**src/rtl/mem_port_arbiter.sv**
```systemverilog
// Round-robin arbiter sharing one block-transfer memory path between an
// instruction-cache client (0) and a data-cache client (1), with a watchdog.
module mem_port_arbiter #(
    parameter int unsigned BLOCK_WIDTH    = 128,
    parameter int unsigned ADDR_WIDTH     = 64,
    parameter int unsigned TIMEOUT_CYCLES = 1024
) (
    input  logic                   i_clk,
    input  logic                   i_arst,

    input  logic                   i_c0_read_req,
    input  logic                   i_c0_write_req,
    input  logic [ADDR_WIDTH-1:0]  i_c0_addr,
    input  logic [BLOCK_WIDTH-1:0] i_c0_data_block,
    output logic [BLOCK_WIDTH-1:0] o_c0_data_block,
    output logic                   o_c0_done,

    input  logic                   i_c1_read_req,
    input  logic                   i_c1_write_req,
    input  logic [ADDR_WIDTH-1:0]  i_c1_addr,
    input  logic [BLOCK_WIDTH-1:0] i_c1_data_block,
    output logic [BLOCK_WIDTH-1:0] o_c1_data_block,
    output logic                   o_c1_done,

    output logic                   o_axi_read_start,
    output logic                   o_axi_write_start,
    output logic [ADDR_WIDTH-1:0]  o_axi_addr,
    output logic [BLOCK_WIDTH-1:0] o_data_block,
    input  logic                   i_axi_done,
    input  logic [BLOCK_WIDTH-1:0] i_data_block,

    output logic [1:0]             o_grant,
    output logic                   o_timeout_fault
);

    localparam int unsigned CNT_W = (TIMEOUT_CYCLES > 2) ? $clog2(TIMEOUT_CYCLES) : 1;
    localparam logic [CNT_W-1:0] CNT_LAST = CNT_W'(TIMEOUT_CYCLES - 1);

    typedef enum logic [1:0] {
        S_IDLE    = 2'd0,
        S_BUSY    = 2'd1,
        S_DONE    = 2'd2,
        S_RELEASE = 2'd3
    } state_e;

    state_e                 state_q, state_d;
    logic                   ptr_q, ptr_d;        // id of the client served last
    logic [CNT_W-1:0]       cnt_q, cnt_d;
    logic [1:0]             grant_q, grant_d;
    logic                   rd_start_q, rd_start_d;
    logic                   wr_start_q, wr_start_d;
    logic [ADDR_WIDTH-1:0]  addr_q, addr_d;
    logic [BLOCK_WIDTH-1:0] wdata_q, wdata_d;
    logic [BLOCK_WIDTH-1:0] c0_rdata_q, c0_rdata_d;
    logic [BLOCK_WIDTH-1:0] c1_rdata_q, c1_rdata_d;
    logic                   c0_done_q, c0_done_d;
    logic                   c1_done_q, c1_done_d;
    logic                   fault_q, fault_d;

    logic c0_req_c;
    logic c1_req_c;
    logic pick1_c;
    logic sel_wr_c;

    // Request decode: client 1 wins when alone or when client 0 was served last
    always_comb begin
        c0_req_c = i_c0_read_req | i_c0_write_req;
        c1_req_c = i_c1_read_req | i_c1_write_req;
        pick1_c  = c1_req_c & (~c0_req_c | ~ptr_q);
        sel_wr_c = pick1_c ? i_c1_write_req : i_c0_write_req;
    end

    // Next-state and registered-output logic
    always_comb begin
        state_d    = state_q;
        ptr_d      = ptr_q;
        cnt_d      = cnt_q;
        grant_d    = grant_q;
        rd_start_d = rd_start_q;
        wr_start_d = wr_start_q;
        addr_d     = addr_q;
        wdata_d    = wdata_q;
        c0_rdata_d = c0_rdata_q;
        c1_rdata_d = c1_rdata_q;
        c0_done_d  = 1'b0;
        c1_done_d  = 1'b0;
        fault_d    = fault_q;

        case (state_q)
            S_IDLE: begin
                cnt_d = '0;
                if (c0_req_c | c1_req_c) begin
                    grant_d    = pick1_c ? 2'b10 : 2'b01;
                    wr_start_d = sel_wr_c;
                    rd_start_d = ~sel_wr_c;
                    addr_d     = pick1_c ? i_c1_addr : i_c0_addr;
                    wdata_d    = pick1_c ? i_c1_data_block : i_c0_data_block;
                    state_d    = S_BUSY;
                end
            end

            S_BUSY: begin
                cnt_d = cnt_q + CNT_W'(1);
                if (i_axi_done) begin
                    rd_start_d = 1'b0;
                    wr_start_d = 1'b0;
                    if (rd_start_q) begin
                        if (grant_q[1]) c1_rdata_d = i_data_block;
                        else            c0_rdata_d = i_data_block;
                    end
                    c0_done_d = grant_q[0];
                    c1_done_d = grant_q[1];
                    ptr_d     = grant_q[1];
                    state_d   = S_DONE;
                end else if (cnt_q == CNT_LAST) begin
                    // Watchdog abort: complete the handshake but keep old data
                    rd_start_d = 1'b0;
                    wr_start_d = 1'b0;
                    fault_d    = 1'b1;
                    c0_done_d  = grant_q[0];
                    c1_done_d  = grant_q[1];
                    ptr_d      = grant_q[1];
                    state_d    = S_DONE;
                end
            end

            S_DONE: begin
                cnt_d   = '0;
                state_d = S_RELEASE;
            end

            S_RELEASE: begin
                // Hold the grant until the previous done has dropped
                if (!i_axi_done) begin
                    grant_d = 2'b00;
                    state_d = S_IDLE;
                end
            end

            default: state_d = S_IDLE;
        endcase
    end

    // State and output registers with synchronous active-low reset
    always_ff @(posedge i_clk) begin
        if (!i_arst) begin
            state_q    <= S_IDLE;
            ptr_q      <= 1'b1;
            cnt_q      <= '0;
            grant_q    <= 2'b00;
            rd_start_q <= 1'b0;
            wr_start_q <= 1'b0;
            addr_q     <= '0;
            wdata_q    <= '0;
            c0_rdata_q <= '0;
            c1_rdata_q <= '0;
            c0_done_q  <= 1'b0;
            c1_done_q  <= 1'b0;
            fault_q    <= 1'b0;
        end else begin
            state_q    <= state_d;
            ptr_q      <= ptr_d;
            cnt_q      <= cnt_d;
            grant_q    <= grant_d;
            rd_start_q <= rd_start_d;
            wr_start_q <= wr_start_d;
            addr_q     <= addr_d;
            wdata_q    <= wdata_d;
            c0_rdata_q <= c0_rdata_d;
            c1_rdata_q <= c1_rdata_d;
            c0_done_q  <= c0_done_d;
            c1_done_q  <= c1_done_d;
            fault_q    <= fault_d;
        end
    end

    assign o_c0_data_block   = c0_rdata_q;
    assign o_c0_done         = c0_done_q;
    assign o_c1_data_block   = c1_rdata_q;
    assign o_c1_done         = c1_done_q;
    assign o_axi_read_start  = rd_start_q;
    assign o_axi_write_start = wr_start_q;
    assign o_axi_addr        = addr_q;
    assign o_data_block      = wdata_q;
    assign o_grant           = grant_q;
    assign o_timeout_fault   = fault_q;

endmodule

```
**config.mk**
```make
export PLATFORM = sky130hd
export DESIGN_NAME = mem_port_arbiter
export DESIGN_NICKNAME = d
export VERILOG_FILES = /design/src/rtl/mem_port_arbiter.sv
export SDC_FILE = /design/constraint.sdc
export NUM_CORES = 1
export LEC_CHECK = 0
export ABC_AREA = 0
export CORE_AREA = 2 2 380 382
export CTS_BUF_LIST = sky130_fd_sc_hd__clkbuf_2
export DETAILED_ROUTE_END_ITERATION = 7
export DIE_AREA = 0 0 382 384
export GPL_ROUTABILITY_DRIVEN = 0
export RECOVER_POWER = 50
export SYNTH_ARGS = -nofsm -noshare
export SYNTH_HDL_FRONTEND = slang
export SYNTH_SLANG_ARGS = --single-unit
```
**constraint.sdc**
```tcl
create_clock -name i_clk -period 1.8 [get_ports i_clk]
set_input_delay 0.27 -clock i_clk [delete_from_list [all_inputs] [get_ports i_clk]]
set_output_delay 0.27 -clock i_clk [all_outputs]
set_load 0.02 [all_outputs]
```
* Word level (Yosys, flattened, before mapping) *
Index checks and enable logic that the tools add are counted.

storage, ports and cells
  flip-flop bits (word level) = 468
  output and inout bits = 455
  logic and storage cells = 70

cells by class
  add/subtract/negate cells = 1
  equal/unequal tests = 7
  multiplexer cells = 24
  bitwise logic cells = 10
  reductions and logical operators = 15

operators with widths
  cell                                                  number
  two-way mux 128 bit                                   1
  two-way mux 64 bit                                    1
  one-hot mux 10 bit (2 select lines)                   1
  two-way mux 2 bit                                     6
  AND reduction 3 bit                                   4
  two-way mux 1 bit                                     11
  adder 10 x 1 -> 10 bit (second input constant)        1
  equality test 10 bit (second input constant)          1
  one-hot mux 2 bit (4 select lines)                    1
  AND reduction 4 bit                                   2
  nonzero test 2 bit                                    4
  AND reduction 2 bit                                   3
  NOT 1 bit                                             5
  equality test 2 bit (second input constant)           2
  != test 2 bit (second input constant)                 2
  OR 1 bit                                              4
  one-hot mux 1 bit (2 select lines)                    2
  one-hot mux 2 bit (2 select lines)                    1
  != test 3 bit (second input constant)                 1
  equality test 2 x 1 -> 1 bit (second input constant)  1
  logical NOT 2 bit                                     1
  OR reduction 2 bit                                    1
  AND 1 bit                                             1

* Depth between registers and ports, before layout *
  depth in word-level cells = 8
  mapped depth = 8

* Least setup slack after synthesis *
No wires, ideal clock.

  path kind = reg-to-reg
  start point = register state_q[1]
  end point = register c0_rdata_q[10] (netlist: o_c0_data_block[10])
  setup time = 0.070 ns
  data arrival time = 1.601 ns
  data required time = 1.730 ns
  setup slack = 0.128 ns
  cell stages (with the launch flop) = 9
  buffers on the path = 2
  period minus slack after synthesis = 1.672 ns
  path through = dfxtp_1 inv_1 ha_1 nand3_1 nand2b_1 clkbuf_1 clkbuf_1 nand2_1 a21oi_1

on the way
  cells in the longest elaborated chain, start to end = 2

ends and longest elaborated chain
  item                                  line  source
  from (decl)                           46    state_e state_q, state_d;
  from (signal assigned)                161   state_q <= state_d;
  equality test 2 x 1 -> 1 bit          89    case (state_q)
  AND reduction 4 bit (no source line)  -
  to (signal assigned)                  169   c0_rdata_q <= c0_rdata_d;
  to (decl)                             54    logic [BLOCK_WIDTH-1:0] c0_rdata_q, c0_rdata_d;

Every way passes these cells.
A chain may end at the register's enable or synchronous reset.

* Final worst setup path *
  start point = register wdata_q[44] (netlist: o_data_block[44])
  end point = output port o_data_block[44]

RTL lines
  item                    line  source
  from (decl)             53    logic [BLOCK_WIDTH-1:0] wdata_q, wdata_d;
  from (signal assigned)  168   wdata_q <= wdata_d;
  to (decl)               28    output logic [BLOCK_WIDTH-1:0] o_data_block,

No word-level cell between the ends.

==> impl_metrics.env <==
export IMPL_power_frac_comb=0.575
export IMPL_cts_path_max_buffers=3
export IMPL_syn_area_mm2=0.01923
export IMPL_p_clk_frac=0.156
export IMPL_setup_worst_path_start_class="flip-flop"
export IMPL_core_area_mm2=0.1428
export IMPL_clk_pin_slew_ns=0.12
export IMPL_p_int_mw=32.38
export IMPL_violations="setup timing"
export IMPL_seq_power_share=0.269
export IMPL_r2r_slack_ns=-0.13
export IMPL_wl_um=155600
export IMPL_async_reset_ff_frac=0
export IMPL_path_cells="buf_6"
export IMPL_sw_frac_of_total=0.4177
export IMPL_status="finished, violations left"
export IMPL_layout_drive_gt1_share=0.4184
export IMPL_slew_headroom=0.3630
export IMPL_drc_errors=0
export IMPL_clock_skew_ns=0.09046
export IMPL_critical_path_required_ns=1.53
export IMPL_wl_per_cell_um=22.96
export IMPL_die_area_mm2=0.1467
export IMPL_place_ws_ns=-0.3689
export IMPL_rsz0062_at_grt="true"
export IMPL_io_pin_count=974
export IMPL_io_buffers=973
export IMPL_postRouteAntennaNets=0
export IMPL_p_sw_mw=23.22
export IMPL_grt_pass1_vias=28790
export IMPL_rows=139
export IMPL_cpPeakStageDelay_ns=0.41
export IMPL_die_x_um=382
export IMPL_grt_usage=0.1755
export IMPL_gr_total_overflow=0
export IMPL_vdd_drop_max_mv=0.6566
export IMPL_grt_pass1_wl_um=189700
export IMPL_clock_latency_ns=1.38
export IMPL_final_critical_path_setup_slack_ns=-0.4483
export IMPL_cts_buffers_inserted=139
export IMPL_crit_path_end_kind="output pin"
export IMPL_ys_warn_count=0
export IMPL_cp_slowest_cell="dfxtp_4"
export IMPL_synth_edf_count=0
export IMPL_worst_pin_slew_ns=0.9556
export IMPL_max_freq_mhz=444.8
export IMPL_drt_first_pass_iters=5
export IMPL_arrival_ns=1.98
export IMPL_critPathKind="reg -> out"
export IMPL_leakage_nw=20.49
export IMPL_fin_nets=5273
export IMPL_holdWs_ns=0.3919
export IMPL_min_path_type="in -> reg"
export IMPL_drtIter0Drc=1794
export IMPL_ys_flop_type="dfxtp_1"
export IMPL_cts_tree="yes"
export IMPL_maxSlewViolCount=0
export IMPL_via_per_inst=4.298
export IMPL_syn_to_final_growth_pct=163.0
export IMPL_grt_max_degree=49
export IMPL_clkSinkCount=468
export IMPL_period_needed_ns=2.248
export IMPL_h_tree_depth=4
export IMPL_maxCapViolCount=0
export IMPL_path_max_fanout=2
export IMPL_antenna_found_initial=27
export IMPL_power_density_mw_per_mm2=1100
export IMPL_die_y_um=384
export IMPL_start_util=0.1346
export IMPL_setup_viol=610
export IMPL_finalHoldViolations=0
export IMPL_period_share=1.249
export IMPL_dp_hpwl_um=90420
export IMPL_cts_root_buffer="clkbuf_2"
export IMPL_synth_cell_types=40
export IMPL_ys_seq_elements=468
export IMPL_syn_inst=2295
export IMPL_crit_buf_inv=1
export IMPL_synthesis_nets=2819
export IMPL_syn_avg_cell_area_um2=8.377
export IMPL_crit_family="flip-flops"
export IMPL_vias=29120
export IMPL_synth_seq_area_share=0.4873
## area by class of cell
| cell class | instances | area, um^2 |
|---|---|---|
| fill | 13290 | 92220 |
| timing repair buffer | 2507 | 26900 |
| sequential | 468 | 10060 |
| multi-input combinational | 1628 | 9902 |
| tap | 1903 | 2381 |
| clock buffer | 200 | 1001 |
| clock inverter | 39 | 222.7 |
| antenna | 26 | 65.06 |
| inverter | 5 | 28.78 |
## final timing paths
check / from / endpoint / depth (start not counted)
max: o_data_block[44]$_SDFFE_PN0P_ / o_data_block[44] / 1
min reg2reg: o_c1_data_block[32]$_SDFFE_PN0P_ / o_c1_data_block[32]$_SDFFE_PN0P_ / 2
min: i_c0_data_block[66] / o_data_block[66]$_SDFFE_PN0P_ / 4
max reg2reg: state_q[0]$_SDFFE_PN0P_ / o_data_block[123]$_SDFFE_PN0P_ / 11
## layout by cell type (no fill, tap or decap), drive strengths merged, types with 3 or more instances in the layout
cell type      Yosys  routed
clkbuf            79     254
dfxtp            468     468
or3                4       4
mux2i              5       5
diode              0      26
nor2             205     205
buf              115     905
a311oi           192     192
clkdlybuf4s50      0     518
inv                5       9
dlygate4sd3        0    1029
nor2b              5       5
o21ai              8       8
xor2               3       3
a21oi            263     263
nand2            909     909
clkinv             0      32
ha                 5       5
nand4              3       3
## cells in the mapped netlist, types with 2 or more instances
master / number / area (um^2)
nand2b_1: 2 / 12.51
o211ai_1: 2 / 15.01
clkbuf_1: 79 / 296.5
o21ai_1: 3 / 15.01
or3_1: 4 / 25.02
inv_1: 5 / 18.77
a21oi_1: 263 / 1316
mux2i_1: 5 / 50.05
o21a_1: 2 / 15.01
a311oi_1: 2 / 17.52
nand4_1: 2 / 12.51
ha_1: 5 / 62.56
and3_1: 2 / 12.51
xnor2_1: 2 / 17.52
dfxtp_1: 468 / 9369
nor2_1: 205 / 769.5
nor3_1: 2 / 10.01
xor2_1: 3 / 26.28
nor2b_1: 5 / 31.28
o21ai_0: 5 / 25.02
buf_6: 22 / 247.7
buf_1: 5 / 18.77
nand3_1: 2 / 10.01
a311oi_2: 190 / 2853
buf_2: 87 / 435.4
nand2_1: 909 / 3412
## cell families after synthesis
kind of cell	share of synthesized area
buffers and inverters	0.05330
XOR/XNOR	0.002278
AND/OR/NAND/NOR	0.2272
flip-flops	0.4873
multiplexers	0.002603
adder cells (fa/ha/maj)	0.003254
AO/OA/AOI/OAI	0.2241
## layer usage
metal | track usage | vias to the layer above | wire length [um] | part of all wire
met1 | 0.1929 | 14010 | 56850 | 0.37
li1 | - | 12740 | - | -
met5 | 0 | - | 38 | 0.00024
met3 | 0.04940 | 587 | 12350 | 0.079
met4 | 0.1194 | 6 | 11730 | 0.075
met2 | 0.2937 | 1779 | 74640 | 0.48
## metrics by stage
stage               power [mW]  area [um^2]  instances  TNS (ns)  utilization
floorplan                24.39        19230       2295         0            -
global placement         33.58        32200       5160    -68.66       0.2255
detailed placement       33.78        32200       5160    -75.90       0.2255
CTS                      46.80        46150       6513   -296.08       0.3232
global route             57.65        50540       6766   -311.06       0.3539
finish                   55.60        50560       6776   -158.38       0.3541
## repair_timing
item	CTS	global route
hold buffers	1032	0
pin swaps	2	159
endpoints found under the setup margin	773	773
setup buffers	77	184
gates resized for setup	3212	433
endpoints found under the hold margin	468	0
cloned	5	59
## power groups by stage
stage	clock network (mW)	registers, mW	logic (mW)
after global routing	9.40	15.1	33.1
after detailed placement	0	14.1	19.7
after floorplan	0	15.9	8.50
final	8.68	15.0	31.9
after global placement	0	14.0	19.6
after CTS	8.74	14.7	23.4
## sequential cells by signal, indices dropped and copies added, names as in the netlist
name               cells
o_axi_addr            64
o_c0_data_block      128
cnt_q                 10
o_data_block         128
o_c1_done              1
state_q                2
o_c0_done              1
ptr_q                  1
o_axi_write_start      1
o_c1_data_block      128
o_axi_read_start       1
o_grant                2
o_timeout_fault        1
No activity file was read; power rests on OpenSTA's default activity.
